--- src/rtl/tap_delay_detector_pkg.sv ---
// Shared types and constants for the tap delay detector.
// The detector tells which tap (0..3 register stages) of the delay line is in use.
package tap_delay_detector_pkg;

    typedef enum logic {SEARCH, LOCKED} state_e;

    localparam int TAPS   = 4;
    localparam int DATA_W = 8;
    localparam int CNT_W  = 4;

    typedef logic [DATA_W-1:0] data_t;
    typedef logic [CNT_W-1:0]  cnt_t;

endpackage

--- src/rtl/tap_delay_detector_if.sv ---
// Stream and status bundle between the delay-line receive side and the detector.
// The master drives the streams and the clear; the slave returns lock status and the aligned byte.
interface tap_delay_detector_if;
    import tap_delay_detector_pkg::*;

    logic       clear;
    logic       in_valid;
    data_t      d_ref;
    data_t      d_dly;
    logic       locked;
    logic [1:0] sel_est;
    logic       lock_lost;
    data_t      aligned_q;

    modport master (
        output clear, in_valid, d_ref, d_dly,
        input  locked, sel_est, lock_lost, aligned_q
    );

    modport slave (
        input  clear, in_valid, d_ref, d_dly,
        output locked, sel_est, lock_lost, aligned_q
    );

endinterface

--- src/rtl/tap_delay_detector_tap_match_counter.sv ---
// Saturating counter of consecutive valid beats on which one tap equals the delayed stream.
// The next count is exported so that lock is decided on the edge that samples the final match.
module tap_match_counter
    import tap_delay_detector_pkg::*;
#(
    parameter int LOCK_COUNT = 4
) (
    input  logic clk,
    input  logic areset,
    input  logic clear,
    input  logic valid,
    input  logic eligible,
    input  logic match,
    output cnt_t cnt_next
);

    cnt_t cnt_q;
    cnt_t cnt_d;

    // NOTE: cnt_d gets a default before any branch, so no latch is inferred.
    always_comb begin
        cnt_d = cnt_q;
        if (clear) begin
            cnt_d = '0;
        end else if (valid) begin
            if (eligible && match) begin
                cnt_d = (cnt_q == CNT_W'(LOCK_COUNT)) ? cnt_q : cnt_q + cnt_t'(1);
            end else begin
                cnt_d = '0;
            end
        end
    end

    // NOTE: state flops use non-blocking assignments so all registers update together.
    always_ff @(posedge clk or posedge areset) begin
        if (areset) cnt_q <= '0;
        else        cnt_q <= cnt_d;
    end

    assign cnt_next = cnt_d;

endmodule

--- src/rtl/tap_delay_detector.sv ---
// Finds which tap of the reference history aligns with the delayed stream, holds lock
// until LOSS_COUNT consecutive misses, and outputs the aligned reference byte.
module tap_delay_detector
    import tap_delay_detector_pkg::*;
#(
    parameter int LOCK_COUNT = 4,
    parameter int LOSS_COUNT = 2
) (
    input logic                  clk,
    input logic                  areset,
    tap_delay_detector_if.slave  bus
);

    state_e     state_q, state_d;
    data_t      h1_q, h2_q, h3_q, h1_d, h2_d, h3_d;
    logic [1:0] fill_q, fill_d;
    cnt_t       miss_q, miss_d;
    logic [1:0] sel_q, sel_d;
    logic       lock_lost_q, lock_lost_d;
    data_t      aligned_q, aligned_d;

    data_t      tap [TAPS];
    logic       eligible [TAPS];
    cnt_t       cnt_next [TAPS];
    logic       drop;
    logic       lock_hit;
    logic [1:0] lock_k;

    always_comb begin
        tap[0] = bus.d_ref;
        tap[1] = h1_q;
        tap[2] = h2_q;
        tap[3] = h3_q;
        eligible[0] = 1'b1;
        eligible[1] = (fill_q != 2'd0);
        eligible[2] = fill_q[1];
        eligible[3] = (fill_q == 2'd3);
    end

    // A loss of lock also restarts every match counter, so search begins from scratch.
    for (genvar k = 0; k < TAPS; k++) begin : g_cnt
        tap_match_counter #(.LOCK_COUNT(LOCK_COUNT)) u_cnt (
            .clk      (clk),
            .areset   (areset),
            .clear    (bus.clear | drop),
            .valid    (bus.in_valid),
            .eligible (eligible[k]),
            .match    (bus.d_dly == tap[k]),
            .cnt_next (cnt_next[k])
        );
    end

    always_comb begin
        miss_d = miss_q;
        drop   = 1'b0;
        if (bus.clear) begin
            miss_d = '0;
        end else if (state_q == LOCKED && bus.in_valid) begin
            miss_d = (bus.d_dly == tap[sel_q]) ? '0 : miss_q + cnt_t'(1);
            if (miss_d == CNT_W'(LOSS_COUNT)) begin
                drop   = 1'b1;
                miss_d = '0;
            end
        end
    end

    // Scanning downward leaves the lowest matching tap, so a constant stream reports delay 0.
    always_comb begin
        lock_hit = 1'b0;
        lock_k   = '0;
        for (int k = TAPS - 1; k >= 0; k--) begin
            if (cnt_next[k] == CNT_W'(LOCK_COUNT)) begin
                lock_hit = 1'b1;
                lock_k   = 2'(k);
            end
        end
    end

    always_comb begin
        state_d     = state_q;
        h1_d        = h1_q;
        h2_d        = h2_q;
        h3_d        = h3_q;
        fill_d      = fill_q;
        sel_d       = sel_q;
        aligned_d   = aligned_q;
        lock_lost_d = 1'b0;
        if (bus.clear) begin
            state_d   = SEARCH;
            h1_d      = '0;
            h2_d      = '0;
            h3_d      = '0;
            fill_d    = '0;
            sel_d     = '0;
            aligned_d = '0;
        end else if (bus.in_valid) begin
            h1_d   = bus.d_ref;
            h2_d   = h1_q;
            h3_d   = h2_q;
            fill_d = (fill_q == 2'd3) ? fill_q : fill_q + 2'd1;
            case (state_q)
                SEARCH: begin
                    if (lock_hit) begin
                        state_d   = LOCKED;
                        sel_d     = lock_k;
                        aligned_d = tap[lock_k];
                    end
                end
                LOCKED: begin
                    if (drop) begin
                        state_d     = SEARCH;
                        lock_lost_d = 1'b1;
                        aligned_d   = '0;
                    end else begin
                        aligned_d = tap[sel_q];
                    end
                end
                default: state_d = SEARCH;
            endcase
        end
    end

    // NOTE: the three history bytes are ordinary flops and take the reset too.
    always_ff @(posedge clk or posedge areset) begin
        if (areset) begin
            state_q     <= SEARCH;
            h1_q        <= '0;
            h2_q        <= '0;
            h3_q        <= '0;
            fill_q      <= '0;
            miss_q      <= '0;
            sel_q       <= '0;
            lock_lost_q <= 1'b0;
            aligned_q   <= '0;
        end else begin
            state_q     <= state_d;
            h1_q        <= h1_d;
            h2_q        <= h2_d;
            h3_q        <= h3_d;
            fill_q      <= fill_d;
            miss_q      <= miss_d;
            sel_q       <= sel_d;
            lock_lost_q <= lock_lost_d;
            aligned_q   <= aligned_d;
        end
    end

    assign bus.locked    = (state_q == LOCKED);
    assign bus.sel_est   = sel_q;
    assign bus.lock_lost = lock_lost_q;
    assign bus.aligned_q = aligned_q;

endmodule

--- src/flat_wrapper.sv ---
// flat-port wrapper written by rule: the top's interface ports become plain ports
module tap_delay_detector_flat import tap_delay_detector_pkg::*;
#(
    parameter int LOCK_COUNT = 4,
    parameter int LOSS_COUNT = 2
)
  (clk, areset, bus_clear, bus_in_valid, bus_d_ref, bus_d_dly, bus_locked, bus_sel_est, bus_lock_lost, bus_aligned_q);
  tap_delay_detector_if bus_i ();
  input logic clk;
  input logic areset;
  input wire logic [$bits(bus_i.clear)-1:0] bus_clear;
  input wire logic [$bits(bus_i.in_valid)-1:0] bus_in_valid;
  input wire logic [$bits(bus_i.d_ref)-1:0] bus_d_ref;
  input wire logic [$bits(bus_i.d_dly)-1:0] bus_d_dly;
  output wire logic [$bits(bus_i.locked)-1:0] bus_locked;
  output wire logic [$bits(bus_i.sel_est)-1:0] bus_sel_est;
  output wire logic [$bits(bus_i.lock_lost)-1:0] bus_lock_lost;
  output wire logic [$bits(bus_i.aligned_q)-1:0] bus_aligned_q;
  assign bus_i.clear = bus_clear;
  assign bus_i.in_valid = bus_in_valid;
  assign bus_i.d_ref = bus_d_ref;
  assign bus_i.d_dly = bus_d_dly;
  assign bus_locked = bus_i.locked;
  assign bus_sel_est = bus_i.sel_est;
  assign bus_lock_lost = bus_i.lock_lost;
  assign bus_aligned_q = bus_i.aligned_q;
  tap_delay_detector #(.LOCK_COUNT(LOCK_COUNT), .LOSS_COUNT(LOSS_COUNT)) u_core (.clk(clk), .areset(areset), .bus(bus_i));
endmodule
--- config.mk ---
export PLATFORM = sky130hd
export DESIGN_NAME = tap_delay_detector_flat
export DESIGN_NICKNAME = d
export VERILOG_FILES = /design/src/rtl/tap_delay_detector_pkg.sv /design/src/rtl/tap_delay_detector_if.sv /design/src/rtl/tap_delay_detector_tap_match_counter.sv /design/src/rtl/tap_delay_detector.sv /design/src/flat_wrapper.sv
export SDC_FILE = /design/constraint.sdc
export NUM_CORES = 1
export LEC_CHECK = 0
export CORE_ASPECT_RATIO = 0.7
export CORE_MARGIN = 5
export CORE_UTILIZATION = 65
export CTS_CLUSTER_DIAMETER = 40
export DETAILED_ROUTE_END_ITERATION = 10
export DONT_BUFFER_PORTS = 1
export HOLD_SLACK_MARGIN = 0.06
export PLACE_DENSITY = 0.87
export SLEW_MARGIN = 20
export SYNTH_ARGS = -nofsm -noshare
export SYNTH_HDL_FRONTEND = slang
export SYNTH_SLANG_ARGS = --single-unit
--- constraint.sdc ---
create_clock -name clk -period 4.66 [get_ports clk]
set_input_delay 0.466 -clock clk [delete_from_list [all_inputs] [get_ports clk]]
set_output_delay 0.466 -clock clk [all_outputs]
set_load 0.01 [all_outputs]
==> results.json <==
{
  "start_util_pct": 66.6,
  "postCtsSetupRepairBufs": 0,
  "wl_mm": 10.4,
  "drv_cap": 0,
  "avgViaCountPerCell": 6.79,
  "grt_pass1_vias": 3245,
  "cp_data_required_time_ns": 4.88,
  "finalSetupTns_ns": 0,
  "worstMarginPinSlew_ns": 1.16,
  "yosysWarnings": 0,
  "cts_hold_buffers": 0,
  "gp_congestion": 1.01,
  "port_buffers": 0,
  "numCtsBuffers": 9,
  "status": "completed",
  "first_iter_violations": 347,
  "antenna_found_initial": 0,
  "p_per_area_nw_per_um2": 257,
  "crit_chain": "mux4_1 > xnor2_1 > nand4_1 > o211ai_2 > nand2b_1 > nand2b_1 > o32a_1 > a31o_1",
  "grt_use_total_pct": 25.9,
  "syn_area_um2": 4120,
  "power_uw": 1100,
  "synth_nets": 479,
  "register_area_um2": 1450,
  "synth_cells": 448,
  "htreeDepth": 3,
  "setup_viol": 0,
  "nFillCells": 468,
  "drive_gt1_share_pct": 7.16,
  "grt_setup_unrepaired": "no",
  "cp-end-kind": "flip-flop",
  "hold_class": "input port to asynchronous set/reset pin",
  "wl_met2_mm": 4.61,
  "grt_remaining_overflow": 0,
  "hpwl_mm": 7.60,
  "clock.fmax_ghz": 0.282,
  "dieWidth_um": 105,
  "nets": 460,
  "insertion_delay_ns": 0.34,
  "crit_arrival_ns": 3.76,
  "core_um2": 6190,
  "peakVddDrop_uv": 222,
  "ys_seq_elements": 58,
  "clkTransAtPathRegs_ns": 0.07,
  "ys_seq_area_share_pct": 35.2,
  "cts-resized-gates": 0,
  "num_rows": 24,
  "relSlewSlack_pct": 22.2,
  "dieArea_um2": 8050,
  "critPathMaxFanout": 18,
  "slowest_delay_ns": 0.72,
  "route.vias.total": 3471,
  "synth_flop_cell": "dfrtp_1",
  "highest_layer": "met4",
  "async_flop_share_pct": 100,
  "grt_pass1_wl_mm": 16.9,
  "cp_common_cell": "nand2b_1",
  "routedWlPerCell_um": 20.3,
  "final-max-slew-violation-count": 0,
  "wl_met1_mm": 4.35,
  "final_util_pct": 69.2,
  "synth-edff-count": 0,
  "cts_root_buffer": "clkbuf_8",
  "min_period_ns": 3.54,
  "setup_slack_ns": 1.12,
  "hold_violations": 0,
  "min_period_over_period_pct": 76.0,
  "ys_types": 55,
  "cts.sinks": 58,
  "criticalPathCategory": "flip-flop to flip-flop",
  "syn_area_per_cell_um2": 9.19,
  "antenna_cells": 0,
  "start_kind": "flip-flop",
  "clk_path_buf_depth": 2,
  "grt_max_degree": 69,
  "drc": 0,
  "final_common_cell": "dfrtp_1",
  "multi_input_area_um2": 2460,
  "route.met3.wl_mm": 1.31,
  "ant_nets": 0,
  "cp_slowest_cell": "mux4_1",
  "syn2layout_area_growth_pct": 3.89,
  "preCtsSetupSlack_ns": 1.23,
  "cts_tree": "built",
  "firstDrtPassIters": 6,
  "dieHeight_um": 76.6,
  "final_cell_mix": "dfrtp_1 (58), nor2_1 (53), xnor2_1 (40)",
  "ios": 32,
  "fin_skew_ns": 0.0137,
  "leakage_uw": 0.00177
}
[critical path: cells and delay by family (launching register included)]
| family | cells | cell delay [ns] |
|---|---|---|
| AO/OA/AOI/OAI | 3 | 0.78 |
| multiplexers | 1 | 0.72 |
| XOR/XNOR | 1 | 0.19 |
| flip-flops | 1 | 0.70 |
| AND/OR/NAND/NOR | 3 | 1.04 |
[Yosys cell counts, types with 2 or more instances]
master,instances,share of area [%]
nand2b_1,14,2.1
nand2_1,22,2.0
a31oi_1,3,0.46
o21ai_0,19,2.3
o22a_1,3,0.64
mux4_1,5,3.2
a32oi_1,2,0.43
nor4_2,2,0.61
nor3b_1,3,0.55
and3b_1,2,0.43
a21oi_1,29,3.5
mux2_2,2,0.55
nand4_1,13,2.0
nor2_1,53,4.8
nor3_1,5,0.61
o31ai_1,6,1.1
a22oi_1,5,0.91
and3_1,4,0.61
mux4_2,3,1.6
buf_6,2,0.55
inv_1,16,1.5
xor2_1,3,0.64
a22o_1,3,0.64
a211oi_1,10,1.8
buf_4,2,0.36
xnor2_1,40,8.5
dfrtp_1,58,35
mux2i_1,26,6.3
a31o_1,3,0.64
ha_1,11,3.3
nor4b_1,2,0.43
nor2b_1,9,1.4
buf_2,8,0.97
clkbuf_1,18,1.6
or3_1,2,0.30
o32a_1,3,0.73
nand3_1,17,2.1
nand3b_1,3,0.55
[area by class of cell]
class,count,area share (%)
inverters,16,1.40
flip-flops and latches,58,33.9
clock inverters,2,0.819
clock buffers,13,3.95
repair buffers,1,0.175
well taps,78,2.28
multi-input cells,343,57.4
[routing by layer]
layer,up-vias,global-route usage (%)
met3,19,8.21
met1,1664,37.4
met4,0,5.24
li1,1574,-
met5,-,0
met2,214,38.1
[state kept, by name, indices dropped and copies added (netlist names)]
| name | count |
|---|---|
| u_core.bus.lock_lost | 1 |
| u_core.fill_q | 2 |
| u_core.bus.locked | 1 |
| u_core.miss_q | 4 |
| u_core.h1_q | 8 |
| u_core.bus.sel_est | 2 |
| u_core.g_cnt.u_cnt.cnt_q | 16 |
| u_core.bus.aligned_q | 8 |
| u_core.h3_q | 8 |
| u_core.h2_q | 8 |
[cell families after synthesis]
family	Yosys count	share of synthesized area (%)
buf+inv	47	5.07
fa+ha+maj	11	3.34
xor+xnor	43	9.15
compound gates	94	15.3
simple gates	158	20.0
flops	58	35.2
mux	37	12.0
[stage by stage]
step	hold WS, ns	instances	instance area [um^2]
final	0.0767	511	4280
after global routing	0.125	511	4280
after CTS	0.0945	511	4280
after detailed placement	0.448	496	4070
after global placement	0.447	496	4070
after floorplan	0.461	448	4120
[where the power goes]
part           switching (uW)  total (uW)  internal (uW)
registers                15.8         528            513
logic                    47.3        93.3           46.0
clock network             191         479            287
[final timing paths]
path	start	cells past startpoint	slack, ns	to
worst min register to register	u_core.miss_q[3]	1	0.51	u_core.miss_q[3]
worst max register to register	u_core.bus.sel_est[1]	8	1.12	u_core.bus.aligned_q[1]
worst min-delay path	areset	1	0.08	u_core.bus.lock_lost
max in group asynchronous	areset	2	3.74	u_core.g_cnt[3].u_cnt.cnt_q[2]
worst max-delay path	u_core.bus.sel_est[1]	8	1.12	u_core.bus.aligned_q[1]
min in group clk	bus_clear	1	0.19	u_core.h2_q[4]
Power figures use the tool's default switching activity.
==> edit, RTL diff (config.mk and constraints unchanged) <==
Reset style: synchronous (`areset`), changed in 2 clocked blocks.
--- a/src/rtl/tap_delay_detector_tap_match_counter.sv
+++ b/src/rtl/tap_delay_detector_tap_match_counter.sv
@@ -32,7 +32,7 @@
     end
 
     // NOTE: state flops use non-blocking assignments so all registers update together.
-    always_ff @(posedge clk or posedge areset) begin
+    always_ff @(posedge clk) begin
         if (areset) cnt_q <= '0;
         else        cnt_q <= cnt_d;
     end
--- a/src/rtl/tap_delay_detector.sv
+++ b/src/rtl/tap_delay_detector.sv
@@ -121,7 +121,7 @@
     end
 
     // NOTE: the three history bytes are ordinary flops and take the reset too.
-    always_ff @(posedge clk or posedge areset) begin
+    always_ff @(posedge clk) begin
         if (areset) begin
             state_q     <= SEARCH;
             h1_q        <= '0;
Function: changed (a bounded check fails within 10 cycles, from zero or initial values and one cycle with areset high; the reset may be asserted at any time).
==> edit against the unedited design <==
Final cell count grew 3.3%. Total power is 1.6% lower. Via count decreased by 3.7%. Sequential cell count unchanged. Sequential power fell by 4.0%. Wire length down 9.0%. Area after synthesis fell by 4.1%. Critical path depth did not move. Final area decreased by 3.6%. First-iteration DRC count decreased by 32%. Worst setup slack gained 260 ps. Critical path type unchanged. Largest power group unchanged.
==> edit: results (changes against the unedited design) <==
Hold WS: 262 ps (was 76.7 ps)
P_leak: 0.00149 uW (was 0.00177 uW)
M1 WL: 4020 um (was 4350 um)
# Post-CTS Setup Buffers: 0 (unchanged)
vias in the first global route: 3208 (was 3245)
share of the yosys chip area belonging to registers: 29.4% (was 35.2%)
GP Congestion: 0.923 (was 1.01)
All-Layer GR Usage: 26.6% (was 25.9%)
WP data arrival: 3550 ps (was 3760 ps)
Max FO, Critical Path: 19 (was 18)
proportion of synthesized area in mux cells: 14.4% (was 12.0%)
synth top area cells: dfxtp_1, mux2i_1, xnor2_1 (was dfrtp_1, xnor2_1, mux2i_1)
layout cells sized above 1: 11.0% (was 7.16%)
commonest cells in the netlist: nor2_1, dfxtp_1, inv_1, mux2i_1, xnor2_1 (was dfrtp_1, nor2_1, xnor2_1, a21oi_1, mux2i_1)
Post-DP HPWL: 6950 um (was 7600 um)
FF-to-FF Start: u_core.bus.sel_est[1]$_SDFFE_PP0P_ (was u_core.bus.sel_est[1]$_DFFE_PP0P_)
Most used DFF post-synth: dfxtp_1 (was dfrtp_1)
vias: 3344 (was 3471)
R2R Path End: u_core.bus.aligned_q[7]$_SDFFE_PP0P_ (was u_core.bus.aligned_q[1]$_DFFE_PP0P_)
1st-iter DRT viols: 237 (was 347)
DR pass1 iterations: 5 (was 6)
post-placement cell count: 513 (was 496)
Synth Area in XOR/XNOR: 9.98% (was 9.15%)
final net count: 480 (was 460)
Synth Area in Compound Gates: 15.6% (was 15.3%)
met3 wire length: 966 um (was 1310 um)
Fill cells: 470 (was 468)
DP Worst Slack: 1370 ps (was 1230 ps)
met2 WL: 4280 um (was 4610 um)
skew final: 9.68 ps (was 13.7 ps)
HP Class: primary input to flip-flop (was primary input to asynchronous set/reset pin)
final cell count without fillers: 528 (was 511)
Worst Tran Pin Value: 845 ps (was 1160 ps)
outcome: complete, no violations (unchanged)
## edit: cell types whose count changed after synthesis, moves of 10 or more
cell and delta:
o21a_1 +10, dfxtp_1 +58, xnor2_1 -10, o21ai_1 +10, dfrtp_1 -58, xor2_1 +12
inv_1 +14
## edit: cell families (layout without fill, tap and decap cells)
family / Yosys count / in the layout
compound gates: 96 / 96
xor+xnor: 45 / 45
fa+ha+maj: 11 / 11
buf+inv: 55 / 46
flops: 58 / 58
mux: 46 / 46
simple gates: 151 / 151
## edit: worst max path at each step
stage | from | end | slack, ps | cells past startpoint
6_report | u_core.bus.sel_est[1]$_SDFFE_PP0P_ | u_core.bus.aligned_q[7]$_SDFFE_PP0P_ | 1380 | 8
4_1_cts | u_core.bus.sel_est[1]$_SDFFE_PP0P_ | u_core.bus.aligned_q[7]$_SDFFE_PP0P_ | 1350 | 8
3_5_place_dp | u_core.bus.sel_est[1]$_SDFFE_PP0P_ | u_core.bus.aligned_q[7]$_SDFFE_PP0P_ | 1370 | 8
2_1_floorplan | bus_d_dly[2] | u_core.bus.aligned_q[6]$_SDFFE_PP0P_ | 2080 | 10
5_1_grt | u_core.bus.sel_est[1]$_SDFFE_PP0P_ | u_core.bus.aligned_q[7]$_SDFFE_PP0P_ | 1070 | 8
3_3_place_gp | u_core.bus.sel_est[1]$_SDFFE_PP0P_ | u_core.bus.aligned_q[0]$_SDFFE_PP0P_ | 1570 | 8
## edit: power breakdown
| part | internal (uW) | switching [uW] | leakage [uW] | total [uW] |
|---|---|---|---|---|
| logic | 44.6 | 43.6 | 0.000921 | 88.2 |
| clock network | 287 | 200 | 0.000106 | 487 |
| registers | 500 | 6.44 | 0.000468 | 507 |
| total | 832 | 251 | 0.00149 | 1080 |
## edit: critical path, cell delays in order, from the launching register on
cell       delay [ps]
dfxtp_1           740
mux4_2            610
xnor2_1           200
nand4_2           210
o2111ai_4         350
nand3_4           290
nor3b_4           450
a21oi_1           120
a31oi_1           220
## edit: area by class of cell
cell class	count	area [sq um]	share of cell area, %
flip-flops and latches	58	1160	28.2
well taps	75	93.8	2.28
clock inverters	2	35.0	0.850
inverters	30	113	2.73
repair buffers	1	7.51	0.182
clock buffers	13	169	4.10
multi-input cells	349	2540	61.7
## edit: through the flow
stage / utilization, % / cell area [sq um]
final: 70.9 / 4120
after global routing: 70.9 / 4120
after CTS: 70.9 / 4120
after detailed placement: 67.4 / 3920
after global placement: 67.4 / 3920
after floorplan: - / 3950
## edit: routing by layer
layer / vias up / global-route usage, %
li1: 1600 / -
met1: 1603 / 33.6
met2: 122 / 41.6
met3: 19 / 10.8
met4: 0 / 9.20
met5: - / 0
